--- src/rtl/mem_arbiter_pkg.sv ---
// Shared memory-interface types for the cache/memory arbiter: commands,
// tags, blocks and the tag-owner table entry.
package mem_arbiter_pkg;

    localparam int NUM_MEM_TAGS = 16;

    typedef logic [31:0] ADDR;
    typedef logic [63:0] MEM_BLOCK;
    typedef logic [3:0]  MEM_TAG;

    typedef enum logic [1:0] {
        MEM_NONE  = 2'h0,
        MEM_LOAD  = 2'h1,
        MEM_STORE = 2'h2
    } MEM_COMMAND;

    typedef enum logic {
        OWNER_I = 1'b0,
        OWNER_D = 1'b1
    } OWNER_T;

    typedef struct packed {
        logic   valid;
        OWNER_T owner;
    } MEM_OWNER_ENTRY;

endpackage

--- src/rtl/mem_arbiter_tag_table.sv ---
// Tag-owner table: records which cache issued each outstanding load so that
// returning data can be routed back to it.
module mem_tag_table
    import mem_arbiter_pkg::*;
(
    input  logic           clock,
    input  logic           reset,
    input  logic           i_alloc_en,
    input  MEM_TAG         i_alloc_tag,
    input  OWNER_T         i_alloc_owner,
    input  MEM_TAG         i_lookup_tag,
    output MEM_OWNER_ENTRY o_lookup,
    input  logic           i_free_en,
    input  MEM_TAG         i_free_tag
);

    MEM_OWNER_ENTRY r_table [NUM_MEM_TAGS];

    // NOTE: only the valid bits are reset; owner bits are meaningless while
    // invalid, so leaving them unreset keeps the array a plain register file.
    always_ff @(posedge clock) begin
        if (reset) begin
            for (int t = 0; t < NUM_MEM_TAGS; t++) begin
                r_table[t].valid <= 1'b0;
            end
        end else begin
            // NOTE: with non-blocking assignments the later statement wins, so
            // a same-cycle free and allocate of one tag leaves it allocated.
            if (i_free_en) begin
                r_table[i_free_tag].valid <= 1'b0;
            end
            if (i_alloc_en) begin
                r_table[i_alloc_tag] <= '{valid: 1'b1, owner: i_alloc_owner};
            end
        end
    end

    assign o_lookup = r_table[i_lookup_tag];

endmodule

--- src/rtl/mem_arbiter.sv ---
// Single-port memory arbiter between icache and dcache: dcache priority with
// an icache starvation guard, and tag-based routing of returned load data.
module mem_arbiter
    import mem_arbiter_pkg::*;
#(
    parameter int STARVE_LIMIT = 4
) (
    input  logic       clock,
    input  logic       reset,
    input  MEM_COMMAND dcache_command,
    input  ADDR        dcache_addr,
    input  MEM_BLOCK   dcache_data,
    input  MEM_COMMAND icache_command,
    input  ADDR        icache_addr,
    input  MEM_TAG     mem2proc_transaction_tag,
    input  MEM_BLOCK   mem2proc_data,
    input  MEM_TAG     mem2proc_data_tag,
    output MEM_COMMAND proc2mem_command,
    output ADDR        proc2mem_addr,
    output MEM_BLOCK   proc2mem_data,
    output MEM_TAG     Dmem2proc_transaction_tag,
    output MEM_BLOCK   Dmem2proc_data,
    output MEM_TAG     Dmem2proc_data_tag,
    output MEM_TAG     Imem2proc_transaction_tag,
    output MEM_BLOCK   Imem2proc_data,
    output MEM_TAG     Imem2proc_data_tag,
    output logic       protocol_error
);

    localparam int CNT_W = $clog2(STARVE_LIMIT + 1);

    logic [CNT_W-1:0] r_starve_cnt;
    logic             r_protocol_error;

    logic           w_i_req;
    logic           w_d_req;
    logic           w_i_win;
    logic           w_d_win;
    logic           w_mem_accept;
    logic           w_alloc_en;
    logic           w_resp_present;
    logic           w_resp_hit;
    MEM_OWNER_ENTRY w_resp_entry;

    assign w_i_req      = (icache_command != MEM_NONE);
    assign w_d_req      = (dcache_command != MEM_NONE);
    assign w_i_win      = w_i_req && (!w_d_req || (r_starve_cnt == CNT_W'(STARVE_LIMIT)));
    assign w_d_win      = w_d_req && !w_i_win;
    assign w_mem_accept = (mem2proc_transaction_tag != '0);

    // NOTE: every output gets a default before the branches so no latch is inferred.
    always_comb begin
        proc2mem_command          = MEM_NONE;
        proc2mem_addr             = '0;
        proc2mem_data             = '0;
        Imem2proc_transaction_tag = '0;
        Dmem2proc_transaction_tag = '0;
        if (w_i_win) begin
            proc2mem_command          = icache_command;
            proc2mem_addr             = icache_addr;
            Imem2proc_transaction_tag = mem2proc_transaction_tag;
        end else if (w_d_win) begin
            proc2mem_command          = dcache_command;
            proc2mem_addr             = dcache_addr;
            proc2mem_data             = dcache_data;
            Dmem2proc_transaction_tag = mem2proc_transaction_tag;
        end
    end

    // Stores never return data, so only accepted loads claim a tag.
    assign w_alloc_en = (proc2mem_command == MEM_LOAD) && w_mem_accept;

    mem_tag_table u_tag_table (
        .clock         (clock),
        .reset         (reset),
        .i_alloc_en    (w_alloc_en),
        .i_alloc_tag   (mem2proc_transaction_tag),
        .i_alloc_owner (w_i_win ? OWNER_I : OWNER_D),
        .i_lookup_tag  (mem2proc_data_tag),
        .o_lookup      (w_resp_entry),
        .i_free_en     (w_resp_hit),
        .i_free_tag    (mem2proc_data_tag)
    );

    assign w_resp_present = (mem2proc_data_tag != '0);
    assign w_resp_hit     = w_resp_present && w_resp_entry.valid;

    always_comb begin
        Imem2proc_data_tag = '0;
        Imem2proc_data     = '0;
        Dmem2proc_data_tag = '0;
        Dmem2proc_data     = '0;
        if (w_resp_hit && (w_resp_entry.owner == OWNER_I)) begin
            Imem2proc_data_tag = mem2proc_data_tag;
            Imem2proc_data     = mem2proc_data;
        end else if (w_resp_hit) begin
            Dmem2proc_data_tag = mem2proc_data_tag;
            Dmem2proc_data     = mem2proc_data;
        end
    end

    // A rejected icache grant at the limit holds the count, keeping priority.
    always_ff @(posedge clock) begin
        if (reset) begin
            r_starve_cnt     <= '0;
            r_protocol_error <= 1'b0;
        end else begin
            if (!w_i_req || (w_i_win && w_mem_accept)) begin
                r_starve_cnt <= '0;
            end else if (r_starve_cnt != CNT_W'(STARVE_LIMIT)) begin
                r_starve_cnt <= r_starve_cnt + CNT_W'(1);
            end
            if (w_resp_present && !w_resp_entry.valid) begin
                r_protocol_error <= 1'b1;
            end
        end
    end

    assign protocol_error = r_protocol_error;

endmodule

--- config.mk ---
export PLATFORM = sky130hd
export DESIGN_NAME = mem_arbiter
export DESIGN_NICKNAME = d
export VERILOG_FILES = /design/src/rtl/mem_arbiter_pkg.sv /design/src/rtl/mem_arbiter_tag_table.sv /design/src/rtl/mem_arbiter.sv
export SDC_FILE = /design/constraint.sdc
export NUM_CORES = 1
export LEC_CHECK = 0
export CAP_MARGIN = 15
export CORE_AREA = 4 4 173 175
export CTS_CLUSTER_DIAMETER = 40
export DETAILED_ROUTE_END_ITERATION = 8
export DIE_AREA = 0 0 177 179
export PLACE_DENSITY = 0.48
export SETUP_SLACK_MARGIN = 0.05
export SYNTH_ARGS = -nofsm -noshare
export SYNTH_HDL_FRONTEND = slang
export SYNTH_SLANG_ARGS = --single-unit
--- constraint.sdc ---
create_clock -name clock -period 3.2 [get_ports clock]
set_input_delay 0.64 -clock clock [delete_from_list [all_inputs] [get_ports clock]]
set_output_delay 0.64 -clock clock [all_outputs]
set_load 0.01 [all_outputs]
# [After elaboration in Yosys (flattened, before gate mapping)]
# Memories as Yosys holds them, arrays and structs flattened.
# Cells that the tools add are included.
[totals] input_bits=206 n_memories=1 ff_bits=4 out_inout_bits=243 ram_bits=32
[op_classes] muxes=30 n_eq_ne=3 n_bitwise=1 n_reduce_logical=20 addsub=1
[mem_list] name="u_tag_table.r_table" depth=16 word_bits=2 rd=1 rd_clocked_by_memory_dff=0 wr=16 line_no="mem_arbiter_tag_table.sv:17" rtl="MEM_OWNER_ENTRY r_table [NUM_MEM_TAGS];"
[op_table] op="$mux 64" count=5
[op_table] op="$mux 32" count=2
[op_table] op="$mux 4" count=8
[op_table] op="$mux 2" count=6
[op_table] op="$mux 1" count=9
[op_table] op="$reduce_bool 4->1" count=2
[op_table] op="$logic_and 1x1->1" count=7
[op_table] op="$reduce_or 2->1" count=3
[op_table] op="$logic_not 1->1" count=4
[op_table] op="$reduce_bool 2->1" count=2
[op_table] op="$add 3x1->3 const B" count=1
[op_table] op="$eq 3x3->1 const B" count=1
[op_table] op="$ne 3x3->1 const B" count=1
[op_table] op="$eq 2x1->1 const B" count=1
[op_table] op="$logic_or 1x1->1" count=2
[op_table] op="$not 1->1" count=1

# [Logic depth before layout (Yosys ltp)]
# Gate-level depths: netlist (run 1).
[logic_depth] depth_word=15 depth_mapped=9 mapped_depth_nobuf=6

# [Hierarchy]
# A second synthesis (run 1) with hierarchy kept.
[unflattened] hier_cells=435 area_unflattened_um2=3544.6
[modules_own_cells] mod="mem_arbiter" instances=1 cells_per_inst=315 area_per_inst_um2=2058.2 seq_area_each_um2=80.1
[modules_own_cells] mod="mem_tag_table" instances=1 cells_per_inst=120 area_per_inst_um2=1486.4 seq_area_each_um2=800.8

# [Least setup slack after synthesis (run 1)]
# OpenSTA, ideal clock, no wires.
[synth_path] path_type="input to output" startpoint="input port mem2proc_data_tag[0]" endpoint="output port Imem2proc_data_tag[1]" path_buffers=2 arrival_ps=2352 required_ps=2560 path_stages=5 slack_ps=208 cell_sequence="buf_6 mux4_1 mux4_2 buf_6 a211oi_1"
[synth_via] elab_chain_len=4 word_cells_on_any_way=6 classes_between="mux (1); bitwise (1); reduce/logical (3); memory (1)"
[synth_lines] item="start: declaration" line_no="mem_arbiter.sv:17" rtl="input MEM_TAG mem2proc_data_tag,"
[synth_lines] item="$mem_v2 16x2 / $reduce_bool 4->1 (equally long branches)"
[synth_lines] item="$logic_and 1x1->1 / $not 1->1 (equally long branches)" line_no="mem_arbiter.sv:86, mem_arbiter.sv:93"
[synth_lines] item="$logic_and 1x1->1 (*)" line_no="mem_arbiter.sv:93" rtl="if (w_resp_hit && (w_resp_entry.owner == OWNER_I)) begin"
[synth_lines] item="$mux 4 (*)" line_no="mem_arbiter.sv:93"
[synth_lines] item="end: declaration" line_no="mem_arbiter.sv:26" rtl="output MEM_TAG Imem2proc_data_tag,"
# Mark *: on every way between the ends. The rest lies on a longest branch, timed or not.

# [Worst setup path in the final report (run 1)]
[layout_path] startpoint="input port mem2proc_data_tag[0]" endpoint="output port Imem2proc_data[31]"
[layout_via] elab_chain_len=4 word_cells_on_any_way=6 classes_between="mux (1); bitwise (1); reduce/logical (3); memory (1)"
[layout_lines] item="$mem_v2 16x2 / $reduce_bool 4->1 (equally long branches)"
[layout_lines] item="$logic_and 1x1->1 / $not 1->1 (equally long branches)" line_no="mem_arbiter.sv:86, mem_arbiter.sv:93"
[layout_lines] item="$logic_and 1x1->1 (*)" line_no="mem_arbiter.sv:93"
[layout_lines] item="$mux 64 (*)" line_no="mem_arbiter.sv:93"
[layout_lines] item="end: declaration" line_no="mem_arbiter.sv:25" rtl="output MEM_BLOCK Imem2proc_data,"
# Marks and branches as above.

==> flow_summary_export.csv, run 1 <==
group,metric,value,unit
timing,max_freq,0.2982,GHz
timing,final_max_slew_viol_count,0,
timing,hold_viol_final,0,
setup_path,worst-r2r-cell-count,6,
timing,fin_ws,-153.9,ps
placed_design,io_buffers,448,
setup_path,crit_type,"primary input to output pin",
grt,grt_use_total,0.1643,
floorplanning,core-area,28470,um^2
yosys,syn_avg_cell_area,6.436,um^2
drt,drtIter0Drc,296,
final_layout,design_area,10640,um^2
power_and_ir_drop,power.leakage,4.997,nW
yosys,synth_top_family_by_area,"simple AND/OR/NAND/NOR gates",
floorplanning,num_io_pins,449,
yosys,synth.yosys.seq_area_share,0.1961,
drt,first_pass_iters,4,
timing,holdWs,479.9,ps
yosys,synthSimpleGateAreaFrac,0.3845,
run_status,violations,"negative setup slack",
power_and_ir_drop,p_per_area,233.0,nW/um^2
final_layout,final_common_cell,"clkdlybuf4s50_1",
cts,cts-root-buf,"clkbuf_16",
floorplanning,rows,62,
yosys,postSynth.asyncResetShare,0,
final_layout,fin_nets,1370,
floorplanning,die_w,177,um
yosys,syn_nets,890,
min_path,hp-start,"protocol_error",
setup_path,r2r_end,"u_tag_table.r_table[1][0]",
final_layout,fillCellCount,3008,
cts,clock_latency,280,ps
cts,postCtsHoldBufs,0,
timing,skew,4.672,ps
setup_path,regToRegStartpoint,"r_starve_cnt[0]",
yosys,yosysUniqueCellTypes,42,
setup_path,cp.arrival,2710,ps
yosys,synth_edf_count,16,
floorplanning,initial_core_util,0.1542,
placed_design,hpwl,22320,um
floorplanning,die-area,31680,um^2
final_layout,syn2layout_area_growth,142.4,%
final_layout,drive_above_1_share,0.3620,
floorplanning,die_y,179,um
min_path,whs_path_depth,1,
yosys,synth_xor_xnor_area_share,0.001995,
drt,vias,6693,
timing,min_period,3354,ps
yosys,syn_area,4389,um^2
yosys,syn_inst,682,
grt,antenna_found_initial,3,
setup_path,cp_max_fo,9,
yosys,ys.flop_type,"dfxtp_1",
cts,cts_sinks,35,
yosys,synth_seq_cells,35,
grt,grt_pass1_wl,40610,um
setup_path,cp-start-kind,"primary input",
timing,rsz0062_at_grt,"true",
drt,viasPerCell,4.321,
setup_path,rrSetupSlack,1080,ps
power_and_ir_drop,irDropWorstVdd,165.1,uV
final_layout,layout_common_cells,"203 x clkdlybuf4s50_1, 127 x buf_2, 106 x nand2_1",
timing,setup_viol,115,
drt,drtAntennaViolNets,0,
cts,cts_tree,"yes",
min_path,hp-class,"flip-flop to flip-flop",
setup_path,cp_data_required_time,2560,ps
yosys,yosys_warnings,0,
timing,final.period_utilization,1.048,
cts,cts_buffers,5,
min_path,whs_endpoint,"protocol_error",
drt,wl,29130,um
placed_design,finalWeightedCongestion,0.8172,
placed_design,postPlaceCellArea,9564,um^2
yosys,synth_mux_area_frac,0.04418,
drt,drcViolationCount,0,
yosys,synth_fa_ha_area_frac,0.005701,
setup_path,crit_path_end_kind,"output pin",
yosys,synth-compound-area-share,0.2734,
timing,max_slew.worst_pin.slew,751.9,ps
grt,grt-ovfl-total,0,
grt,first_global_vias,6464,
job,max_cap_violations,0,
cts,cts_max_level,2,
timing,max_slew_margin,0.4987,
setup_path,startpoint,"mem2proc_data_tag[0]",
run_status,status,"finished, violations left",
cts,clockBufferDepth,2,
drt,wire_per_inst,18.81,um
placed_design,pre_cts_slack,-1211,ps
cts,clk_pin_slew,50,ps
grt,grt_max_degree,37,
-- report_power, final --
part / switching [mW] / internal (mW) / leakage (nW)
clock: 0.172 / 0.363 / 0.0812
combinational: 0.646 / 0.818 / 4.62
sequential: 0.00444 / 0.476 / 0.293
-- logic make-up after synthesis --
group,count (synthesis)
AOI/OAI and AO/OA,211
xor gates and xnor gates,1
adders and majority gates,2
buffers and inverters,84
DFF,35
muxes,10
other,1
and+or+nand+nor,338
-- worst max-delay path by stage --
stage / cells past startpoint / slack, ps / end
2_1_floorplan: 5 / 210 / Imem2proc_data_tag[1]
3_3_place_gp: 7 / -1090 / Imem2proc_data[56]
3_5_place_dp: 7 / -1210 / Imem2proc_data[52]
4_1_cts: 8 / -140 / Imem2proc_data_tag[0]
5_1_grt: 8 / -210 / Imem2proc_data[24]
6_report: 8 / -150 / Imem2proc_data[31]
-- layout make-up --
type / instances / area [um^2] / area share
Multi-Input combinational cell: 565 / 3974 / 0.3734
Clock buffer: 5 / 125.1 / 0.01176
Inverter: 10 / 40.04 / 0.003762
Clock inverter: 3 / 38.79 / 0.003645
Sequential cell: 35 / 860.8 / 0.08089
Antenna cell: 2 / 5.005 / 0.0004703
Timing Repair Buffer: 545 / 5117 / 0.4809
Tap cell: 384 / 480.5 / 0.04515
-- synth_stat cells, types with 2 or more instances --
library cell  count  share of area
nor4_1            5         0.0071
nand2b_1         72           0.10
or2_1             2         0.0029
a21o_1            3         0.0051
and2_1           74           0.11
and3_1            3         0.0043
a21oi_1         125           0.14
a211oi_1          2         0.0034
o211ai_1          9          0.015
nor2b_1           2         0.0029
edfxtp_1         16           0.11
mux4_2            6          0.031
clkbuf_1         43          0.037
o31ai_1           4         0.0068
nor3_1            6         0.0068
buf_6             9          0.023
clkbuf_2          6         0.0068
o21ai_0          40          0.046
o311ai_0          5          0.010
nand2_1         142           0.12
or3_1             2         0.0029
nand3_1           9          0.010
nor2_1           21          0.018
dfxtp_1          19          0.087
a21oi_2          13          0.026
mux2_2            2         0.0051
inv_1            10         0.0086
buf_2            15          0.017
o41ai_1           3         0.0060
ha_1              2         0.0057
-- state kept, by name, summed over array words and instances, names as in the netlist --
register and flops:
r_starve_cnt 3, u_tag_table.r_table 31, protocol_error 1
-- per-layer routing --
| layer | routed length, um | track usage |
|---|---|---|
| met1 | 10650 | 0.1786 |
| met2 | 15150 | 0.3113 |
| met3 | 2669 | 0.04956 |
| met4 | 663 | 0.04030 |
| met5 | 0 | 0 |
-- stage by stage --
step	utilization	power (mW)	TNS (ps)	cells
floorplan	-	0.9450	0	682
CTS	0.3464	2.367	-10160	1528
detailed placement	0.3359	1.687	-161890	1496
global route	0.3738	2.610	-19170	1549
finish	0.3738	2.480	-11100	1549
global placement	0.3359	1.682	-147290	1496
-- what timing repair did --
item                                   CTS  global route
cloned                                  13             6
buffers inserted                        11            15
pin swaps                                6            13
endpoints found under the hold margin    0             0
resized for setup                      728           163
setup endpoints to repair              240           160
-- worst max-delay path, cell delays in order --
cell and delay, ps:
buf_12 90, mux4_2 500, mux4_4 720, buf_12 210, clkbuf_16 170, nand2b_1 130
a21oi_1 100, buf_2 150
Power figures use the tool's default switching activity.
==> inputs of run 2 (changes only) <==
Settings changed: TNS_END_PERCENT set to 10.
==> flow_summary_export.csv, run 2 (synthesized netlist as in run 1, its figures left out) <==
group,metric,value,unit
timing,setup_viol,96,
cts,cts_max_level,2,
cts,postCtsHoldBufs,0,
drt,drtIter0Drc,277,
cts,clk_pin_slew,50,ps
min_path,hp-class,"flip-flop to flip-flop",
cts,cts-root-buf,"clkbuf_16",
run_status,status,"finished, violations left",
floorplanning,die_w,177,um
setup_path,crit_type,"primary input to output pin",
setup_path,worst-r2r-cell-count,6,
drt,drtAntennaViolNets,0,
power_and_ir_drop,irDropWorstVdd,167.8,uV
timing,fin_ws,-124.3,ps
power_and_ir_drop,seqPwrFrac,0.207,
grt,grt_use_total,0.1595,
grt,grt_util_met2,0.3025,
grt,first_global_vias,6295,
setup_path,cpMostUsedCell,"buf_12",
setup_path,crit_chain,"buf_12, mux4_2, mux4_4, buf_12, clkbuf_16, nand2b_4, a21oi_1, buf_2",
timing,final.period_utilization,1.039,
floorplanning,die-area,31680,um^2
cts,cts_tree,"yes",
cts,clockBufferDepth,2,
timing,holdWs,480.0,ps
grt,grt.busiest_layer,"met2",
setup_path,cp_slowest_stage_delay,680,ps
placed_design,finalWeightedCongestion,0.8172,
floorplanning,rows,62,
job,max_cap_violations,0,
setup_path,crit_path_end_kind,"output pin",
setup_path,r2r_end,"u_tag_table.r_table[1][0]",
setup_path,crit_path_top_delay_cell,"mux4_4",
cts,cts_sinks,35,
drt,wire_per_inst,18.37,um
timing,max_slew.worst_pin.slew,741.4,ps
final_layout,drive_above_1_share,0.3187,
final_layout,design_area,9943,um^2
timing,hold_viol_final,0,
power_and_ir_drop,p_comb_frac,0.562,
placed_design,pre_cts_slack,-1211,ps
final_layout,layout_common_cells,"205 x clkdlybuf4s50_1, 133 x nand2_1, 132 x buf_2",
power_and_ir_drop,switching_share,0.3274,
final_layout,largest_reg_flops,31,
drt,wl,27990,um
grt,antenna_found_initial,2,
timing,skew,4.150,ps
floorplanning,die_y,179,um
min_path,hp-start,"protocol_error",
timing,max_freq,0.3008,GHz
power_and_ir_drop,switchingPower,0.7599,mW
drt,vias,6531,
final_layout,final_common_cell,"clkdlybuf4s50_1",
final_layout,multi_input_area,3766,um^2
min_path,whs_endpoint,"protocol_error",
placed_design,io_buffers,448,
run_status,violations,"negative setup slack",
power_and_ir_drop,p_per_area,233.4,nW/um^2
setup_path,cp-start-kind,"primary input",
grt,grt_pass1_wl,39480,um
final_layout,regArea,860.8,um^2
floorplanning,num_io_pins,449,
drt,first_pass_iters,4,
timing,fin_setup_tns,-6930,ps
placed_design,postPlaceCellArea,9564,um^2
drt,viasPerCell,4.285,
setup_path,cp_max_fo,9,
timing,max_slew_margin,0.5057,
placed_design,hpwl,22320,um
floorplanning,core-area,28470,um^2
setup_path,rrSetupSlack,1100,ps
power_and_ir_drop,p_int,1.561,mW
power_and_ir_drop,power.leakage,4.572,nW
timing,final_max_slew_viol_count,0,
setup_path,cp.arrival,2680,ps
grt,grt_use_met1,0.1737,
grt,grt-ovfl-total,0,
floorplanning,initial_core_util,0.1542,
setup_path,cp_data_required_time,2560,ps
final_layout,fillCellCount,3116,
grt,gr-usage-met3,0.04914,
final_layout,syn2layout_area_growth,126.5,%
timing,min_period,3324,ps
setup_path,regToRegStartpoint,"r_starve_cnt[0]",
grt,grt_max_degree,37,
power_and_ir_drop,power,2.321,mW
timing,rsz0062_at_grt,"true",
drt,drcViolationCount,0,
cts,cts_buffers,5,
final_layout,fin_nets,1346,
power_and_ir_drop,clockPowerShare,0.231,
min_path,whs_path_depth,1,
final_layout,regMostFlops,"u_tag_table.r_table",
cts,clock_latency,280,ps
==> run 2: cell count changes in the layout (fill, tap and decap cells not counted), sizes merged <==
cell | before | now
clkdlybuf4s50 | 203 | 205
diode | 2 | 1
buf | 226 | 208
clkbuf | 14 | 13
clkdlybuf4s15 | 0 | 3
nor2 | 23 | 22
clkdlybuf4s18 | 1 | 0
dlygate4sd2 | 85 | 94
dlymetal6s2s | 20 | 2
bufbuf | 1 | 2
==> run 2: layout make-up <==
type                    count  share of cell area
repair buffers            522              0.4656
multi-input cells         564              0.3788
flip-flops and latches     35             0.08657
well taps                 384             0.04832
clock buffers               5             0.01258
inverters                  10            0.004027
clock inverters             3            0.003901
diodes                      1           0.0002517
==> run 2: worst max path at each step <==
stage,start,endpoint,slack (ps),depth (start not counted)
6_report,mem2proc_data_tag[0],Imem2proc_data[31],-120,8
5_1_grt,mem2proc_data_tag[0],Imem2proc_data[31],-190,8
4_1_cts,mem2proc_data_tag[0],Imem2proc_data[29],-140,8
3_5_place_dp,mem2proc_data_tag[0],Imem2proc_data[52],-1210,7
3_3_place_gp,mem2proc_data_tag[0],Imem2proc_data[56],-1090,7
2_1_floorplan,mem2proc_data_tag[0],Imem2proc_data_tag[1],210,5
==> run 2: power groups by stage <==
stage	Clock [mW]	Combinational (mW)	Sequential, mW
final	0.537	1.30	0.480
after global routing	0.569	1.40	0.481
after CTS	0.549	1.22	0.480
after detailed placement	0	1.20	0.490
after global placement	0	1.19	0.490
after floorplan	0	0.456	0.489
==> run 2: metrics by stage <==
| step | std cells | utilization |
|---|---|---|
| after global routing | 1524 | 0.3493 |
| after global placement | 1496 | 0.3359 |
| after CTS | 1517 | 0.3317 |
| final | 1524 | 0.3493 |
| after floorplan | 682 | - |
| after detailed placement | 1496 | 0.3359 |
==> run 2: critical path, delay by kind of cell <==
kind	cells	cell delay [ps]
and+or+nand+nor	1	130
buffers and inverters	4	620
AOI/OAI and AO/OA	1	100
muxes	2	1180
==> run 2: metal layers <==
metal | wire length (um) | share of wire | up-vias
met3 | 2656 | 0.095 | 25
li1 | - | - | 3222
met4 | 663 | 0.024 | 0
met1 | 10500 | 0.38 | 2986
met5 | 0 | 0 | -
met2 | 14170 | 0.51 | 298
==> run 2: what timing repair did <==
action,CTS,global route
gates cloned,6,2
pin swaps,3,2
setup buffers,7,4
resized for setup,715,112
endpoints found under the setup margin,240,147
